<file path="src/rtl/instr_mem_loader.sv">
// Framed byte stream -> 16-bit instruction memory writes, CPU held in stall for the whole load.
// Define LOADER_CSUM_EN to require a trailing 8-bit checksum byte (payload sum + checksum == 0).
module instr_mem_loader #(
  parameter int PROG_CTR_WID = 10
) (
  input  logic                    clk,
  input  logic                    rst_n,
  input  logic                    start,
  input  logic [7:0]              byte_in,
  input  logic                    byte_valid,
  output logic                    byte_ready,
  output logic                    wr_en,
  output logic [PROG_CTR_WID-1:0] wr_addr,
  output logic [15:0]             wr_data,
  output logic                    cpu_hold,
  output logic                    load_done,
  output logic                    load_err
);

  typedef enum logic [2:0] {
    S_IDLE,
    S_LEN_HI,
    S_LEN_LO,
    S_DATA_HI,
    S_DATA_LO,
`ifdef LOADER_CSUM_EN
    S_CSUM,
`endif
    S_DONE,
    S_ERR
  } state_t;

  state_t                  state;
  logic [15:0]             len;
  logic [7:0]              hi_byte;
  logic [PROG_CTR_WID-1:0] addr;
`ifdef LOADER_CSUM_EN
  logic [7:0]              csum;
`endif

  logic        accept;
  logic [15:0] len_nxt;
  logic        len_ok;
  logic        last_word;

  assign accept    = byte_valid && byte_ready;
  assign len_nxt   = {len[15:8], byte_in};
  // Upper bound keeps the highest written address inside the memory, so addr never wraps.
  assign len_ok    = (len_nxt != 16'd0) && ({1'b0, len_nxt} <= (17'd1 << PROG_CTR_WID));
  assign last_word = (17'(addr) + 17'd1) == {1'b0, len};

  always_ff @(posedge clk or negedge rst_n) begin
    if (!rst_n) begin
      state      <= S_IDLE;
      len        <= '0;
      hi_byte    <= '0;
      addr       <= '0;
`ifdef LOADER_CSUM_EN
      csum       <= '0;
`endif
      byte_ready <= 1'b0;
      wr_en      <= 1'b0;
      wr_addr    <= '0;
      wr_data    <= '0;
      cpu_hold   <= 1'b0;
      load_done  <= 1'b0;
      load_err   <= 1'b0;
    end else begin
      wr_en <= 1'b0;
      case (state)
        S_IDLE, S_DONE, S_ERR: begin
          if (start) begin
            state      <= S_LEN_HI;
            byte_ready <= 1'b1;
            cpu_hold   <= 1'b1;
            load_done  <= 1'b0;
            load_err   <= 1'b0;
            addr       <= '0;
`ifdef LOADER_CSUM_EN
            csum       <= '0;
`endif
          end
        end
        S_LEN_HI: begin
          if (accept) begin
            len[15:8] <= byte_in;
            state     <= S_LEN_LO;
          end
        end
        S_LEN_LO: begin
          if (accept) begin
            len[7:0] <= byte_in;
            if (len_ok) begin
              state <= S_DATA_HI;
            end else begin
              state      <= S_ERR;
              byte_ready <= 1'b0;
              cpu_hold   <= 1'b0;
              load_err   <= 1'b1;
            end
          end
        end
        S_DATA_HI: begin
          if (accept) begin
            hi_byte <= byte_in;
`ifdef LOADER_CSUM_EN
            csum    <= csum + byte_in;
`endif
            state   <= S_DATA_LO;
          end
        end
        S_DATA_LO: begin
          if (accept) begin
            wr_en   <= 1'b1;
            wr_addr <= addr;
            wr_data <= {hi_byte, byte_in};
`ifdef LOADER_CSUM_EN
            csum    <= csum + byte_in;
`endif
            if (last_word) begin
`ifdef LOADER_CSUM_EN
              state <= S_CSUM;
`else
              state      <= S_DONE;
              byte_ready <= 1'b0;
              cpu_hold   <= 1'b0;
              load_done  <= 1'b1;
`endif
            end else begin
              addr  <= addr + 1'b1;
              state <= S_DATA_HI;
            end
          end
        end
`ifdef LOADER_CSUM_EN
        S_CSUM: begin
          if (accept) begin
            byte_ready <= 1'b0;
            cpu_hold   <= 1'b0;
            if (8'(csum + byte_in) == 8'h00) begin
              state     <= S_DONE;
              load_done <= 1'b1;
            end else begin
              state    <= S_ERR;
              load_err <= 1'b1;
            end
          end
        end
`endif
        default: begin
          state      <= S_IDLE;
          byte_ready <= 1'b0;
          cpu_hold   <= 1'b0;
        end
      endcase
    end
  end

endmodule
</file>
<file path="config.mk">
export PLATFORM = sky130hd
export DESIGN_NAME = instr_mem_loader
export DESIGN_NICKNAME = d
export VERILOG_FILES = /design/src/rtl/instr_mem_loader.sv
export SDC_FILE = /design/constraint.sdc
export NUM_CORES = 1
export LEC_CHECK = 0
export CAP_MARGIN = 20
export CORE_MARGIN = 8
export CORE_UTILIZATION = 55
export CTS_CLUSTER_SIZE = 30
export DETAILED_ROUTE_END_ITERATION = 6
export DONT_BUFFER_PORTS = 1
export PLACE_DENSITY = 0.77
export SKIP_LAST_GASP = 1
export SLEW_MARGIN = 25
export SYNTH_ARGS = -nofsm -noshare
export SYNTH_HDL_FRONTEND = slang
export SYNTH_SLANG_ARGS = --single-unit
export TNS_END_PERCENT = 30
</file>
<file path="constraint.sdc">
create_clock -name clk -period 3.3 [get_ports clk]
set_clock_uncertainty 0.05 [all_clocks]
set_input_delay 0.495 -clock clk [delete_from_list [all_inputs] [get_ports clk]]
set_output_delay 0.495 -clock clk [all_outputs]
set_load 0.1 [all_outputs]
</file>
==> qor.yml, run 1 <==
worst_hold_path:
  hold_class: "in2reg"
power_and_ir_drop:
  swShare: 0.505
  seq_power_share: 0.578
  internal_power_mw: 1.84
  p_clk_frac: 0.186
  ir_drop_mv: 0.747
  power_frac_comb: 0.235
  switchingPower_mw: 1.88
  power.density_nw_per_um2: 1040
  p_leak_nw: 1.59
timing:
  period_minus_slack_ns: 2.88
  tns_ns: 0
  hold_viol: 0
  finalSetupViolations: 0
  tightest_slew_ns: 0.931
  fmax_mhz: 347
  rsz0062_at_grt: "false"
  slew_headroom: 0.379
  slew_viol_final: 0
  fin_crit_sh: 0.873
worst_setup_path:
  cpPeakStageDelay_ns: 0.54
  end_kind: "register"
  crit_type: "reg2reg"
  cp.required_ns: 3.49
  path_cells: "ha_1, nand3_1, or2_2, nor4_1, nor3b_1, nor4_4, buf_4, a2bb2oi_2, nand2_1"
  crit_fanout: 11
  start_kind: "register"
  cpMaxStageDelayCell: "nor4_4"
  critPathArrivalTime_ns: 3.08
place:
  gp_congestion: 0.870
  portBuffers: 0
  dp_hpwl_mm: 4.98
  place_inst: 401
finish:
  diodes: 0
  final_cell_mix: "nand2_1, dfrtp_1, mux2_2"
  finalNetCount: 352
  stdcell_count: 419
  final_util: 0.611
  drive_above_1_share: 0.177
  final_common_cell: "nand2_1"
  area_growth_pct: 8.63
synthesis:
  synth_flop_cell: "dfrtp_1"
  yosys_register_bits: 67
  synth_edf_count: 0
  synth_area_per_cell_sq_um: 9.68
  async_flop_share: 1.00
  seq_area_frac_synth: 0.510
  synth_area_sq_um: 3290
  postSynthNetCount: 353
  synth_cell_types: 57
  yosysWarnings: 0
  syn_inst: 340
route:
  via_count: 2472
  wirelength_mm: 7.27
  drtPass1Iterations: 4
  drt_iter0_markers: 104
  drc: 0
  via_per_inst: 5.90
  ant_nets: 0
  wl_per_cell_um: 17.3
clocking:
  htree_num_levels: 3
  post_cts_buffers: 0
  root_buffer: "clkbuf_8"
  cts_tree: "done"
  numCtsBuffers: 9
  path_clk_slew_ns: 0.08
  cts_hold_buf: 2
  clk_path_buf_depth: 2
  clock-sinks: 67
  insertion_delay_ns: 0.35
  cts.repair.resized: 0
global_routing:
  antenna_found_initial: 0
  grtUsageTotal: 0.181
  grt_max_degree: 68
  grt_pass1_vias: 2423
  grt_pass1_wl_mm: 12.4
  grt_overflow: 0
floorplan:
  fp.dieH_um: 93.4
  initial_utilization: 0.562
  num_rows: 28
  core_area_sq_um: 5850
  io_pins: 43
  fp.dieW_um: 93.4
  dieArea_sq_um: 8710
job:
  drv_cap: 0
outcome:
  status: "complete, no violations"
==> registers in the layout (all words and copies together) (netlist names), 3 cells and up <==
register / cells
len: 16
wr_data: 16
addr: 10
wr_addr: 10
hi_byte: 8
state: 3
==> Yosys cell counts (2+ instances only) <==
master / instances / area share
a21oi_1: 3 / 0.0046
a22oi_1: 2 / 0.0046
a31oi_1: 8 / 0.015
buf_2: 5 / 0.0076
buf_4: 2 / 0.0046
clkbuf_1: 12 / 0.014
dfrtp_1: 67 / 0.51
inv_1: 5 / 0.0057
mux2_2: 24 / 0.082
nand2_1: 98 / 0.11
nand2b_1: 7 / 0.013
nand3_1: 12 / 0.018
nand4_1: 3 / 0.0057
nor2_1: 12 / 0.014
nor2b_1: 3 / 0.0057
nor3_1: 6 / 0.0091
nor4_1: 6 / 0.011
o211ai_1: 3 / 0.0068
o21a_1: 3 / 0.0068
o21ai_0: 10 / 0.015
o311ai_0: 2 / 0.0053
o31ai_1: 5 / 0.011
or2_2: 2 / 0.0038
xnor2_1: 6 / 0.016
xor2_1: 2 / 0.0053
==> final timing paths <==
kind | startpoint | end | slack [ns] | depth (start not counted)
max | addr[1] | addr[1] | 0.42 | 9
min | byte_in[6] | wr_data[6] | 0.20 | 2
max reg2reg | addr[1] | addr[1] | 0.42 | 9
min reg2reg | hi_byte[7] | wr_data[15] | 0.41 | 2
max in group asynchronous | rst_n | len[11] | 2.26 | 2
min in group asynchronous | rst_n | addr[6] | 0.66 | 2
==> worst max-delay path, delay by kind of cell, from the launching register on <==
kind,cells,cell delay (ns)
simple gates,6,1.61
compound gates,1,0.14
buf+inv,1,0.27
flops,1,0.45
fa+ha+maj,1,0.26
==> routing by layer <==
metal,GRT usage,vias to the layer above,routed length (um)
met4,0.0832,0,133
met1,0.225,1212,3200
met3,0.0529,15,457
met2,0.283,73,3480
li1,-,1172,-
met5,0,-,0
==> cells by family after synthesis <==
group / after synthesis / share of synthesized area
multiplexers: 24 / 0.0821
XOR/XNOR: 8 / 0.0213
buffers and inverters: 27 / 0.0373
AO/OA/AOI/OAI: 53 / 0.119
AND/OR/NAND/NOR: 160 / 0.227
adder cells (fa/ha/maj): 1 / 0.00380
flip-flops: 67 / 0.510
==> per-stage QoR <==
stage	power (mW)	hold slack, ns	instance area, sq um	worst slack [ns]
6_report	3.72	0.199	3570	0.419
2_1_floorplan	2.80	0.149	3290	0.749
3_3_place_gp	2.97	0.153	3340	0.526
3_5_place_dp	3.02	0.153	3340	0.394
5_1_grt	3.90	0.197	3570	0.153
4_1_cts	3.73	0.186	3570	0.394
==> power by group through the flow <==
stage	clock network [mW]	logic, mW	registers, mW
6_report	0.694	0.874	2.15
5_1_grt	0.739	0.969	2.20
4_1_cts	0.703	0.881	2.15
3_5_place_dp	0	0.857	2.17
3_3_place_gp	0	0.823	2.15
2_1_floorplan	0	0.722	2.08
==> cell type report <==
class / instances / area [sq um]
multi-input combinational: 246 / 1490
sequential: 67 / 1680
inverter: 6 / 22.5
clock buffer: 9 / 124
fill: 481 / 2280
clock inverter: 7 / 75.1
tap: 75 / 93.8
timing repair buffer: 9 / 90.1
Power figures use the tool's default switching activity.
==> run 2: changes to the inputs <==
CAP_MARGIN = not set   (was 20)
CORE_MARGIN = 10   (was 8)
GPL_ROUTABILITY_DRIVEN = 0   (was not set)
==> run 2 against run 1 <==
Final cell count up 0.24%. Die area up 8.8%. First-iteration DRC count up 28%. Non-clock buffer count up 1. Critical path depth unchanged. Sequential power about the same. Critical endpoint is now addr[6]. Largest cell class unchanged.
==> qor.yml, run 2 (synthesized netlist as in run 1, its figures left out) <==
outcome:
  status: "complete, no violations"
global_routing:
  grt_overflow: 0  # unchanged
  antenna_found_initial: 0  # unchanged
  grt_pass1_vias: 2398  # -1.0%
  grt_pass1_wl_mm: 12.2  # -0.84%
  grt_max_degree: 68  # unchanged
  grtUsageTotal: 0.155  # -0.0263
floorplan:
  core_area_sq_um: 5850  # unchanged
  fp.dieH_um: 97.4  # +4.3%
  fp.dieW_um: 97.4  # +4.3%
  initial_utilization: 0.562  # unchanged
  num_rows: 28  # unchanged
  dieArea_sq_um: 9480  # +8.8%
  io_pins: 43  # unchanged
finish:
  diodes: 0  # unchanged
  final_common_cell: "nand2_1"
  fill_cells: 487  # +1.2%
  finalNetCount: 353  # +0.28%
  fin_area_sq_um: 3560  # -0.42%
  largestRegisters: "len (16), wr_data (16)"
  final_cell_mix: "nand2_1, dfrtp_1, mux2_2"
  area_growth_pct: 8.17
  final_util: 0.608  # -0.00257
  drive_above_1_share: 0.180  # +0.00238
clocking:
  clock-sinks: 67  # unchanged
  clk_path_buf_depth: 2  # unchanged
  path_clk_slew_ns: 0.08  # about the same
  cts_tree: "done"
  htree_num_levels: 3  # unchanged
  insertion_delay_ns: 0.35  # about the same
  numCtsBuffers: 9  # unchanged
  post_cts_buffers: 0  # unchanged
  root_buffer: "clkbuf_8"
timing:
  tightest_slew_ns: 0.939  # +0.00755 ns
  hold_viol: 0  # unchanged
  slew_headroom: 0.374  # -0.00503
  slew_viol_final: 0  # unchanged
  fmax_mhz: 347  # about the same
  finalSetupViolations: 0  # unchanged
  finalWorstSetupSlack_ns: 0.418  # -0.000459 ns
  rsz0062_at_grt: "false"
  finalHoldWorstSlack_ns: 0.203  # +0.00430 ns
  tns_ns: 0  # unchanged
  period_minus_slack_ns: 2.88  # +0.000459 ns
  fin_crit_sh: 0.873  # about the same
worst_hold_path:
  min_from: "byte_in[7]"
  hold_class: "in2reg"
  min_delay_path_depth: 2  # unchanged
  worstHoldEndpoint: "wr_data[7]"
power_and_ir_drop:
  power.density_nw_per_um2: 1020  # -1.9%
  p_leak_nw: 1.58  # -0.56%
  ir_drop_mv: 0.798  # +6.7%
route:
  ant_nets: 0  # unchanged
  dr_wl_met2_mm: 3.50  # +0.69%
  top_layer_used: "met4"
  drc: 0  # unchanged
  wl_per_cell_um: 17.2  # -0.55%
  drtPass1Iterations: 4  # unchanged
  drt_iter0_markers: 133  # +28%
  wl_met3_um: 431  # -5.7%
  wirelength_mm: 7.24  # -0.32%
  m1WireLength_mm: 3.17  # -0.81%
  via_count: 2464  # -0.32%
  via_per_inst: 5.87  # -0.56%
job:
  drv_cap: 0  # unchanged
worst_setup_path:
  path_cells: "ha_1, nand3_1, o21a_1, o21ai_0, nor3b_1, nor4_4, buf_4, or2b_2, o41ai_1"
  crit_fanout: 16  # +5
  reg2reg_depth: 9  # unchanged
  cpPeakStageDelay_ns: 0.44  # -0.10 ns
  reg2reg_slack_ns: 0.42  # about the same
  cpMaxStageDelayCell: "dfrtp_1"
  end_kind: "register"
  critPathArrivalTime_ns: 3.05  # -0.03 ns
  start_kind: "register"
  path_buf_inv: 1  # unchanged
  critical-path-top-delay-family: "simple AND/OR/NAND/NOR gates"
  crit_type: "reg2reg"
  timing.rr.end: "addr[6]"
  r2r_start: "addr[1]"
  cp.required_ns: 3.47  # -0.02 ns
place:
  dp_hpwl_mm: 5.01  # +0.57%
  portBuffers: 0  # unchanged
  dpl_cell_area_sq_um: 3350  # +0.22%
  place_ws_ns: 0.447  # +0.0532 ns
[run 2: cell count changes in the layout (fill, tap and decap cells not counted), sizes merged]
cell      previous run  this run
buf                  8         9
bufinv               1         0
clkinv               5         6
clkinvlp             0         1
inv                  7         6
[run 2: what timing repair did]
item	in CTS	in global routing
hold buffers	2	0
setup endpoints to repair	0	0
resized for setup	0	0
endpoints found under the hold margin	67	0
[run 2: layout make-up]
class                      instances  area, sq um  share of cell area
multi-input combinational        246         1490               0.419
clock buffer                       9          124              0.0348
clock inverter                     7         52.6              0.0148
tap                               75         93.8              0.0264
inverter                           6         22.5             0.00633
sequential                        67         1680               0.471
timing repair buffer              10         97.6              0.0274
[run 2: worst max path at each step]
stage | startpoint | to | slack (ns) | cells past startpoint
4_1_cts | addr[1] | addr[6] | 0.42 | 9
5_1_grt | addr[0] | addr[6] | 0.06 | 9
3_3_place_gp | addr[1] | addr[6] | 0.59 | 9
3_5_place_dp | addr[0] | addr[6] | 0.45 | 9
2_1_floorplan | cpu_hold | addr[6] | 0.75 | 6
6_report | addr[1] | addr[6] | 0.42 | 9
[run 2: metal layers]
layer	global-route usage	up-vias
li1	-	1186
met1	0.188	1190
met2	0.249	76
met3	0.0413	12
met4	0.0705	0
met5	0	-
[run 2: per-stage QoR]
step           power, mW  std cells
2_1_floorplan       2.80        340
3_3_place_gp        2.97        402
3_5_place_dp        3.02        402
4_1_cts             3.65        420
5_1_grt             3.83        420
6_report            3.63        420
[run 2: power breakdown]
| group | internal, mW | switching [mW] | leakage (nW) | total (mW) |
|---|---|---|---|---|
| Clock | 0.276 | 0.337 | 0.0896 | 0.613 |
| Combinational | 0.394 | 0.483 | 0.629 | 0.877 |
| Sequential | 1.09 | 1.05 | 0.861 | 2.14 |
| Total | 1.76 | 1.87 | 1.58 | 3.63 |
